File: src/rtl/req_ack_pkg.sv
// rtl/req_ack_pkg.sv - shared types, defaults and sizing helper for the req/ack responder
package req_ack_pkg;

  typedef enum logic {
    REQ_ACK_IDLE = 1'b0,
    REQ_ACK_BUSY = 1'b1
  } req_ack_state_e;

  localparam int REQ_ACK_DELAY_DEF   = 4;
  localparam int REQ_ACK_MIN_GAP_DEF = 8;

  // Gap counter spans 0..min_gap-1; never narrower than one bit.
  function automatic int req_ack_cnt_w(input int min_gap);
    return (min_gap > 2) ? $clog2(min_gap) : 1;
  endfunction

endpackage

File: src/rtl/req_ack_gap_timer.sv
// rtl/req_ack_gap_timer.sv - gap counter with load/increment and ack/gap terminal decode
module req_ack_gap_timer
  import req_ack_pkg::*;
#(
  parameter int ACK_DELAY = REQ_ACK_DELAY_DEF,
  parameter int MIN_GAP   = REQ_ACK_MIN_GAP_DEF,
  parameter int CW        = req_ack_cnt_w(MIN_GAP)
) (
  input  logic clk,
  input  logic rst,
  input  logic i_load,
  input  logic i_run,
  output logic o_ack_hit,
  output logic o_gap_done
);

  localparam logic [CW-1:0] ACK_V  = CW'(ACK_DELAY);
  localparam logic [CW-1:0] LAST_V = CW'(MIN_GAP - 1);

  logic [CW-1:0] r_cnt;

  always_ff @(posedge clk or posedge rst) begin
    if (rst) begin
      r_cnt <= '0;
    end else if (i_load) begin
      r_cnt <= CW'(1);
    end else if (o_gap_done) begin
      r_cnt <= '0;
    end else if (i_run) begin
      r_cnt <= r_cnt + CW'(1);
    end
  end

  assign o_ack_hit  = i_run && (r_cnt == ACK_V);
  assign o_gap_done = i_run && (r_cnt == LAST_V);

endmodule

File: src/rtl/req_ack_responder.sv
// rtl/req_ack_responder.sv - req/ack responder with spacing enforcement and event counters
// Optional embedded properties: define REQ_ACK_RESP_FORMAL_EN.
module req_ack_responder
  import req_ack_pkg::*;
#(
  parameter int ACK_DELAY = REQ_ACK_DELAY_DEF,
  parameter int MIN_GAP   = REQ_ACK_MIN_GAP_DEF,
  parameter int CNT_W     = 32
) (
  input  logic             clk,
  input  logic             rst,
  input  logic             req,
  input  logic             err_clr,
  output logic             ack,
  output logic             busy,
  output logic             err_spacing,
  output logic [CNT_W-1:0] req_count,
  output logic [CNT_W-1:0] ack_count,
  output logic [CNT_W-1:0] drop_count
);

  localparam int CW = req_ack_cnt_w(MIN_GAP);

  req_ack_state_e r_state;
  req_ack_state_e w_state_next;

  logic             w_busy;
  logic             w_accept;
  logic             w_violation;
  logic             w_ack_hit;
  logic             w_gap_done;
  logic             r_err;
  logic [CNT_W-1:0] r_req_count;
  logic [CNT_W-1:0] r_ack_count;
  logic [CNT_W-1:0] r_drop_count;

  assign w_busy      = (r_state == REQ_ACK_BUSY);
  assign w_accept    = !w_busy && req;
  assign w_violation = w_busy && req;

  req_ack_gap_timer #(
    .ACK_DELAY (ACK_DELAY),
    .MIN_GAP   (MIN_GAP),
    .CW        (CW)
  ) u_gap_timer (
    .clk        (clk),
    .rst        (rst),
    .i_load     (w_accept),
    .i_run      (w_busy),
    .o_ack_hit  (w_ack_hit),
    .o_gap_done (w_gap_done)
  );

  always_ff @(posedge clk or posedge rst) begin
    if (rst) begin
      r_state <= REQ_ACK_IDLE;
    end else begin
      r_state <= w_state_next;
    end
  end

  always_comb begin
    w_state_next = r_state;
    case (r_state)
      REQ_ACK_IDLE: if (req) w_state_next = REQ_ACK_BUSY;
      REQ_ACK_BUSY: if (w_gap_done) w_state_next = REQ_ACK_IDLE;
      default:      w_state_next = REQ_ACK_IDLE;
    endcase
  end

  // A violation on the same edge as err_clr keeps the flag set.
  always_ff @(posedge clk or posedge rst) begin
    if (rst) begin
      r_err        <= 1'b0;
      r_req_count  <= '0;
      r_ack_count  <= '0;
      r_drop_count <= '0;
    end else begin
      if (w_violation) begin
        r_err <= 1'b1;
      end else if (err_clr) begin
        r_err <= 1'b0;
      end
      if (w_accept)    r_req_count  <= r_req_count + CNT_W'(1);
      if (w_ack_hit)   r_ack_count  <= r_ack_count + CNT_W'(1);
      if (w_violation) r_drop_count <= r_drop_count + CNT_W'(1);
    end
  end

  assign ack         = w_ack_hit;
  assign busy        = w_busy;
  assign err_spacing = r_err;
  assign req_count   = r_req_count;
  assign ack_count   = r_ack_count;
  assign drop_count  = r_drop_count;

`ifdef REQ_ACK_RESP_FORMAL_EN
  logic [7:0] r_f_cycles;
  logic       w_f_hist;

  initial r_f_cycles = 8'd0;

  always_ff @(posedge clk) begin
    if (r_f_cycles != 8'hFF) r_f_cycles <= r_f_cycles + 8'd1;
  end

  assign w_f_hist = (r_f_cycles >= 8'(ACK_DELAY));

  a_ack_has_req : assert property (@(posedge clk) disable iff (rst)
    (ack && w_f_hist) |-> $past(req, ACK_DELAY));
  a_ack_single : assert property (@(posedge clk) disable iff (rst)
    ack |=> !ack);
  a_count_inv : assert property (@(posedge clk) disable iff (rst)
    CNT_W'(req_count - ack_count) <= CNT_W'(1));
  c_two_req : cover property (@(posedge clk) req_count == CNT_W'(2));
  c_drop : cover property (@(posedge clk) drop_count >= CNT_W'(1));
`endif

endmodule

File: config.mk
export PLATFORM = sky130hd
export DESIGN_NAME = req_ack_responder
export DESIGN_NICKNAME = d
export VERILOG_FILES = /design/src/rtl/req_ack_pkg.sv /design/src/rtl/req_ack_gap_timer.sv /design/src/rtl/req_ack_responder.sv
export SDC_FILE = /design/constraint.sdc
export NUM_CORES = 1
export LEC_CHECK = 0
export CAP_MARGIN = 40
export CORE_UTILIZATION = 40
export DETAILED_ROUTE_END_ITERATION = 6
export HOLD_SLACK_MARGIN = 0.06
export PLACE_DENSITY = 0.66
export SLEW_MARGIN = 20
export SYNTH_ARGS = -nofsm -noshare
export SYNTH_HDL_FRONTEND = slang
export SYNTH_SLANG_ARGS = --single-unit
File: constraint.sdc
create_clock -name clk -period 3.2 [get_ports clk]
set_input_delay 0.32 -clock clk [delete_from_list [all_inputs] [get_ports clk]]
set_output_delay 0.32 -clock clk [all_outputs]
set_load 0.03 [all_outputs]
After elaboration in Yosys (flattened, before gate mapping)
Index checks and enable logic that the tools add are counted.

cells by class
  add/subtract/negate cells = 4
  multiply operators = 0
  divide/modulo/power cells = 0
  order comparisons = 0
  equality and inequality tests = 2
  shift-type cells = 0
  muxes and demuxes = 8
  bitwise gates (word level) = 1
  reductions and logical operators = 7

operators with widths
  kind                                                              number
  32-bit by 1-bit adder with 32-bit output (second input constant)  3
  3-bit two-way mux                                                 3
  3-bit equality test (second input constant)                       2
  1-bit logical AND                                                 4
  1-bit two-way mux                                                 4
  3-bit by 1-bit adder with 3-bit output (second input constant)    1
  3-bit nonzero test                                                1
  1-bit one-hot mux with 2 select lines                             1
  2-bit nonzero test                                                1
  1-bit zero test                                                   1
  1-bit NOT                                                         1

word-level totals
  flip-flop bits (word level) = 101
  bits in latches = 0
  memory bits (writable) = 0
  memory bits (read-only) = 0
  bits of input ports = 4
  output and inout bits = 99
  logic and storage cells = 28
  memories kept = 0

Depth between registers and ports, before layout
Gate-level depths: netlist (run 1).

  depth after elaboration = 4
  depth in mapped cells = 9
  mapped depth without buffers = 7

Modules after synthesis
Synthesis (run 1) repeated with hierarchy kept, for this count alone.

second synthesis, totals
  cell total of the unflattened synthesis = 384
  area total of the unflattened synthesis = 4,530.6 sq um

by module, submodules not included
  module             instances  cells an instance  area each (sq um)  sequential area each (sq um)
  req_ack_responder  1          365                4,339.2            2,452.4
  req_ack_gap_timer  1          19                 191.4              75.1

Worst setup path after synthesis (run 1)
OpenSTA, ideal clock, no wires.

  path kind = reg-to-reg
  from = reg r_ack_count[0], in the netlist ack_count[0]
  to = reg r_ack_count[28], in the netlist ack_count[28]
  arrival time = 1.898 ns
  required time = 3.066 ns
  setup slack = 1.168 ns
  stages on the path, launching flop included = 7
  path buffers = 0
  cell sequence = dfrtp_1 ha_1 nand2_1 or4_4 nor3_4 nand4_1 xnor2_1

between the ends
  cells in the longest elaborated chain, start to end = 1

RTL lines
  item                                      RTL line                 text
  start: declaration                        req_ack_responder.sv:34  logic [CNT_W-1:0] r_ack_count;
  start signal: assignment                  req_ack_responder.sv:85  if (w_ack_hit) r_ack_count <= r_ack_count + CNT_W'(1);
  32-bit by 1-bit adder with 32-bit output  req_ack_responder.sv:85

Every way passes these cells.
A chain may end at the register's enable or synchronous reset.

Final worst setup path (run 1)
  from = reg u_gap_timer.r_cnt[0]
  to = out ack

between the ends
  cells in the longest elaborated chain, start to end = 2

RTL lines
  item                      RTL line                 text
  start: declaration        req_ack_gap_timer.sv:20  logic [CW-1:0] r_cnt;
  start signal: assignment  req_ack_gap_timer.sv:30  r_cnt <= r_cnt + CW'(1);
  3-bit equality test       req_ack_gap_timer.sv:34  assign o_ack_hit = i_run && (r_cnt == ACK_V);
  1-bit logical AND         req_ack_gap_timer.sv:34
  end: declaration          req_ack_responder.sv:14  output logic ack,

Every way passes these cells.

==> results of run 1 <==
cell type report:
cell class,count,area (sq um)
fill,991,4910
sequential,101,2530
multi-input combinational,277,1910
timing repair buffer,108,1070
clock buffer,12,246
tap,140,175
inverter,13,51.3
clock inverter,4,47.5
synthesized netlist by cell type:
cell        n  share of area
nor2b_1     2         0.0028
nor2_1     21          0.017
and3_1     13          0.018
o31ai_1     1         0.0017
nor4_1      3         0.0042
xnor2_1    60           0.12
nand4_2     2         0.0055
buf_2       2         0.0022
nand2_2     1         0.0014
nor3_1     12          0.013
nand2b_1    1         0.0014
and4b_1     2         0.0044
nand3b_1    2         0.0033
nor3_4      1         0.0036
buf_4       1         0.0017
ha_1        6          0.017
nand4_1    24          0.033
o31a_1      1         0.0019
o21ai_0     3         0.0033
mux2_2      3         0.0075
xor2_1     33          0.064
nor3_2      1         0.0022
or4_4       2         0.0050
nor3b_1     1         0.0017
dfrtp_1   101           0.56
a32o_1      1         0.0022
nand3_1    31          0.034
nand4b_1    1         0.0019
or3_1       1         0.0014
and2_1      1         0.0014
clkbuf_1    3         0.0025
nor4_4      1         0.0047
and4_1      9          0.017
inv_1      13          0.011
nand2_1    37          0.031
report_power, final:
group	total [mW]	internal, mW	switching [mW]	leakage (nW)
clock network	1.07	0.626	0.444	0.143
logic	0.757	0.328	0.429	1.20
registers	1.57	1.40	0.171	1.36
layer usage:
layer | wire length [microns] | vias to the layer above | GRT usage
met5 | 0 | - | 0
met4 | 136 | 0 | 0.0531
met3 | 341 | 10 | 0.0332
met2 | 4300 | 78 | 0.269
met1 | 4550 | 1615 | 0.253
li1 | - | 1594 | -
metrics by stage:
step,std cells,utilization
after floorplan,397,-
after global placement,639,0.524
after detailed placement,639,0.524
after CTS,655,0.551
after global routing,655,0.551
final,655,0.551
logic make-up after synthesis:
| kind of cell | after synthesis | share of synthesized area |
|---|---|---|
| buf+inv | 19 | 0.0172 |
| xor+xnor | 93 | 0.180 |
| simple gates | 169 | 0.209 |
| flops | 101 | 0.560 |
| compound gates | 6 | 0.00914 |
| fa+ha+maj | 6 | 0.0166 |
| mux | 3 | 0.00748 |
sequential cells by signal, summed over array words and instances, names as in the netlist:
name / count
drop_count: 32
u_gap_timer.r_cnt: 3
ack_count: 32
req_count: 32
busy: 1
err_spacing: 1
final timing paths:
check                                                 start                          to  slack, ns  cells past startpoint
min                                                     rst    req_count[7]$_DFFE_PP0P_       0.45                      2
min reg2reg                      drop_count[31]$_DFFE_PP0P_  drop_count[31]$_DFFE_PP0P_       0.47                      1
max in group asynchronous                               rst   req_count[25]$_DFFE_PP0P_       2.00                      3
max                        u_gap_timer.r_cnt[0]$_DFFE_PP0P_                         ack       0.94                      5
max reg2reg                        ack_count[5]$_DFFE_PP0P_   ack_count[17]$_DFFE_PP0P_       0.97                      5
min in group clk                 drop_count[31]$_DFFE_PP0P_  drop_count[31]$_DFFE_PP0P_       0.47                      1
==> impl_metrics.py, run 1 <==
metrics = {
    "timing": {
        "fin_ws_ns": 0.935,
        "tightest_slew_ns": 0.656,
        "finClkSkew_ns": 0.00550,
        "fin_crit_ns": 2.26,
        "setup_viol": 0,
        "tns_ns": 0,
        "finalCritPeriodShare": 0.708,
        "drv_slew": 0,
        "fmax_mhz": 442,
        "grt_setup_unrepaired": "no",
        "hold_viol_final": 0,
        "relSlewSlack": 0.558,
        "whs_ns": 0.447,
    },
    "pwr": {
        "power.density_nw_per_um2": 564,
        "power_mw": 3.40,
        "p_leak_nw": 2.70,
        "peakVddDrop_v": 0.000411,
    },
    "die": {
        "io_pins": 103,
        "start_util": 0.413,
        "fp.dieArea_sq_um": 11700,
        "die_h_microns": 108,
        "row_count": 38,
        "dieWidth_microns": 108,
        "core_area_sq_um": 10900,
    },
    "clock_tree": {
        "cts_buffers": 9,
        "cts_resized": 0,
        "clk_pin_slew_worst_paths_ns": 0.06,
        "cts_tree": "built",
        "insertion_delay_ns": 0.33,
        "cts_buffer_depth": 2,
        "cts_setup_buffers": 0,
        "cts-root-buf": "clkbuf_16",
        "cts_hold_buffers": 0,
        "htreeDepth": 3,
        "cts.sink_count": 101,
    },
    "placed_design": {
        "place.gp.congestion": 0.802,
        "io_buffers": 102,
        "dpl.hpwl_mm": 6.74,
        "dpl_cell_area_sq_um": 5730,
        "dp_worst_setup_slack_ns": 0.663,
    },
    "setup_path": {
        "worstPathMaxFanout": 10,
        "cp-end-kind": "output pin",
        "crit_slowest_cell": "clkdlybuf4s50_1",
        "crit_type": "register to output pin",
        "cp-start-kind": "register",
        "path_delay_family": "buffers and inverters",
        "critPathRequiredTime_ns": 2.88,
        "cp.buffers_inverters": 3,
        "crit_path_max_incr_delay_ns": 0.69,
        "cp.arrival_ns": 1.94,
        "cp_cell_sequence": "inv_1 > ha_1 > and3_1 > buf_4 > clkdlybuf4s50_1",
    },
    "synth": {
        "synthCells": 397,
        "syn_avg_cell_area_sq_um": 11.4,
        "synth-seq-area-share": 0.560,
        "ys_warn_count": 0,
        "synth_nets": 407,
        "synth_area_sq_um": 4520,
        "ys_ff_latch": 101,
        "synthDistinctLibCells": 35,
    },
    "global_route": {
        "grt_pass1_vias": 3256,
        "antenna_found_initial": 0,
        "grt_pass1_wl_mm": 16.2,
        "grt_max_degree": 55,
        "grtUsageTotal": 0.176,
        "grt-ovfl-total": 0,
    },
    "route": {
        "ant_nets": 0,
        "drtPass1Iterations": 5,
        "post_drt_via_cell_ratio": 5.03,
        "drt-initial-drc-count": 170,
        "drc": 0,
        "finalWirelength_mm": 9.33,
        "vias": 3297,
        "wl_per_cell_microns": 14.2,
    },
    "worst_hold_path": {
        "hold_path_class": "primary input to asynchronous set/reset pin",
    },
    "run": {
        "drv_cap": 0,
    },
    "status": {
        "status": "completed",
    },
    "finish": {
        "fin_area_sq_um": 6020,
        "diodes": 0,
        "area_growth_pct": 33.4,
        "drive_above_1_share": 0.0621,
        "final_common_cell": "clkdlybuf4s50_1",
        "final_nets": 520,
        "final_cell_mix": "clkdlybuf4s50_1, dfrtp_1, xnor2_1",
    },
}
(Power assumes the default switching activity.)
==> run 2, diff against run 1 <==
Clock period 3.2 ns to 2.3 ns, I/O delays scaled along.
==> impl_metrics.py, run 2 (synthesized netlist as in run 1, its figures left out) <==
metrics = {
    "status": {
        "status": "completed",
    },
    "global_route": {
        "grt_max_degree": 102,
        "grt_pass1_wl_mm": 15.6,
        "antenna_found_initial": 0,
        "grt_pass1_vias": 3156,
        "grt-ovfl-total": 0,
        "grtUsageTotal": 0.169,
    },
    "route": {
        "drtPass1Iterations": 4,
        "wl_per_cell_microns": 14.3,
        "vias": 3293,
        "ant_nets": 0,
        "finalWirelength_mm": 9.41,
        "post_drt_via_cell_ratio": 5.00,
        "drc": 0,
        "drt-initial-drc-count": 85,
    },
    "setup_path": {
        "rrSetupSlack_ns": 0.30,
        "worstPathMaxFanout": 9,
        "crit_type": "register to output pin",
        "r2r_cells": 6,
        "endpoint": "ack",
        "critPathRequiredTime_ns": 2.07,
        "cp-end-kind": "output pin",
        "crit_path_start": "u_gap_timer.r_cnt[0]$_DFFE_PP0P_",
        "cp-start-kind": "register",
        "r2r_end": "ack_count[28]$_DFFE_PP0P_",
        "worstReg2RegStart": "ack_count[0]$_DFFE_PP0P_",
        "cp.arrival_ns": 1.99,
    },
    "pwr": {
        "seq_power_share": 0.477,
        "p_leak_nw": 2.70,
        "power.density_nw_per_um2": 764,
        "p_clk_frac": 0.302,
        "peakVddDrop_v": 0.000649,
        "intPower_mw": 3.15,
        "p_switching_mw": 1.47,
        "switching_share": 0.318,
        "power_frac_comb": 0.222,
    },
    "clock_tree": {
        "htreeDepth": 3,
        "cts-root-buf": "clkbuf_16",
        "cts.sink_count": 101,
        "insertion_delay_ns": 0.34,
        "cts_tree": "built",
        "cts_buffer_depth": 2,
        "cts_buffers": 9,
        "cts_setup_buffers": 0,
        "clk_pin_slew_worst_paths_ns": 0.06,
    },
    "run": {
        "drv_cap": 0,
    },
    "finish": {
        "area_growth_pct": 33.8,
        "final_common_cell": "clkdlybuf4s50_1",
        "fill_cells": 1000,
        "final_cell_mix": "clkdlybuf4s50_1, dfrtp_1, xnor2_1",
        "fin_area_sq_um": 6040,
        "diodes": 0,
        "final_nets": 524,
        "drive_above_1_share": 0.0714,
    },
    "timing": {
        "setup_viol": 0,
        "fmax_mhz": 450,
        "grt_setup_unrepaired": "no",
        "hold_viol_final": 0,
        "finalCritPeriodShare": 0.966,
        "relSlewSlack": 0.648,
        "whs_ns": 0.417,
        "fin_crit_ns": 2.22,
        "tightest_slew_ns": 0.528,
        "drv_slew": 0,
        "tns_ns": 0,
        "fin_ws_ns": 0.0789,
        "finClkSkew_ns": 0.0121,
    },
    "placed_design": {
        "dpl_cell_area_sq_um": 5770,
        "dpl.hpwl_mm": 6.71,
        "place.gp.congestion": 0.777,
        "dp_worst_setup_slack_ns": 0.201,
        "io_buffers": 102,
    },
    "worst_hold_path": {
        "hold_path_class": "primary input to asynchronous set/reset pin",
    },
    "die": {
        "fp.dieArea_sq_um": 11700,
        "row_count": 38,
        "io_pins": 103,
        "core_area_sq_um": 10900,
        "start_util": 0.413,
        "die_h_microns": 108,
        "dieWidth_microns": 108,
    },
}
==> run 2: timing repair <==
item,4_1_cts,5_1_grt
hold buffers,0,0
hold endpoints to repair,0,0
setup endpoints to repair,1,0
resized for setup,1,0
==> run 2: critical path: stages (launching register included) <==
cell	delay (ns)
dfrtp_1	0.41
inv_1	0.07
ha_1	0.13
and3_1	0.18
buf_4	0.18
clkdlybuf4s50_1	0.68
==> run 2: cell type report <==
class / count / area [sq um] / area share
Multi-Input combinational cell: 277 / 1910 / 0.316
Timing Repair Buffer: 112 / 1110 / 0.183
Inverter: 13 / 52.6 / 0.00870
Sequential cell: 101 / 2530 / 0.418
Tap cell: 140 / 175 / 0.0290
Clock buffer: 11 / 243 / 0.0402
Clock inverter: 4 / 25.0 / 0.00414
==> run 2: worst min path at each step <==
stage / startpoint / end / slack, ns / depth (start not counted)
final: rst / req_count[7]$_DFFE_PP0P_ / 0.42 / 3
after global routing: rst / req_count[10]$_DFFE_PP0P_ / 0.48 / 3
after CTS: rst / req_count[9]$_DFFE_PP0P_ / 0.45 / 3
after detailed placement: drop_count[31]$_DFFE_PP0P_ / drop_count[31]$_DFFE_PP0P_ / 0.48 / 1
after global placement: drop_count[31]$_DFFE_PP0P_ / drop_count[31]$_DFFE_PP0P_ / 0.47 / 1
after floorplan: err_clr / err_spacing$_DFFE_PP0P_ / 0.34 / 1
==> run 2: power groups by stage <==
stage          sequential, mW  combinational, mW  clock (mW)
2_1_floorplan            2.43              0.384           0
3_3_place_gp             2.22               1.01           0
3_5_place_dp             2.23               1.03           0
4_1_cts                  2.20               1.04        1.44
5_1_grt                  2.24               1.10        1.51
6_report                 2.20               1.02        1.39
==> run 2: stage by stage <==
stage               total power, mW  std cells   util
floorplan                      2.82        397      -
global placement               3.22        643  0.528
detailed placement             3.26        643  0.528
CTS                            4.69        658  0.553
global route                   4.86        658  0.553
finish                         4.62        658  0.553
==> run 2: metal layers <==
| metal | part of all wire | GRT usage |
|---|---|---|
| met3 | 0.037 | 0.0350 |
| met5 | 0 | 0 |
| met2 | 0.48 | 0.269 |
| met1 | 0.48 | 0.234 |
| met4 | 0.011 | 0.0492 |
==> run 3, diff against run 2 <==
Settings changed: CAP_MARGIN 40 to 20.
==> results of run 3 <==
Final layout, timing and power as in run 2 (identical DEF).
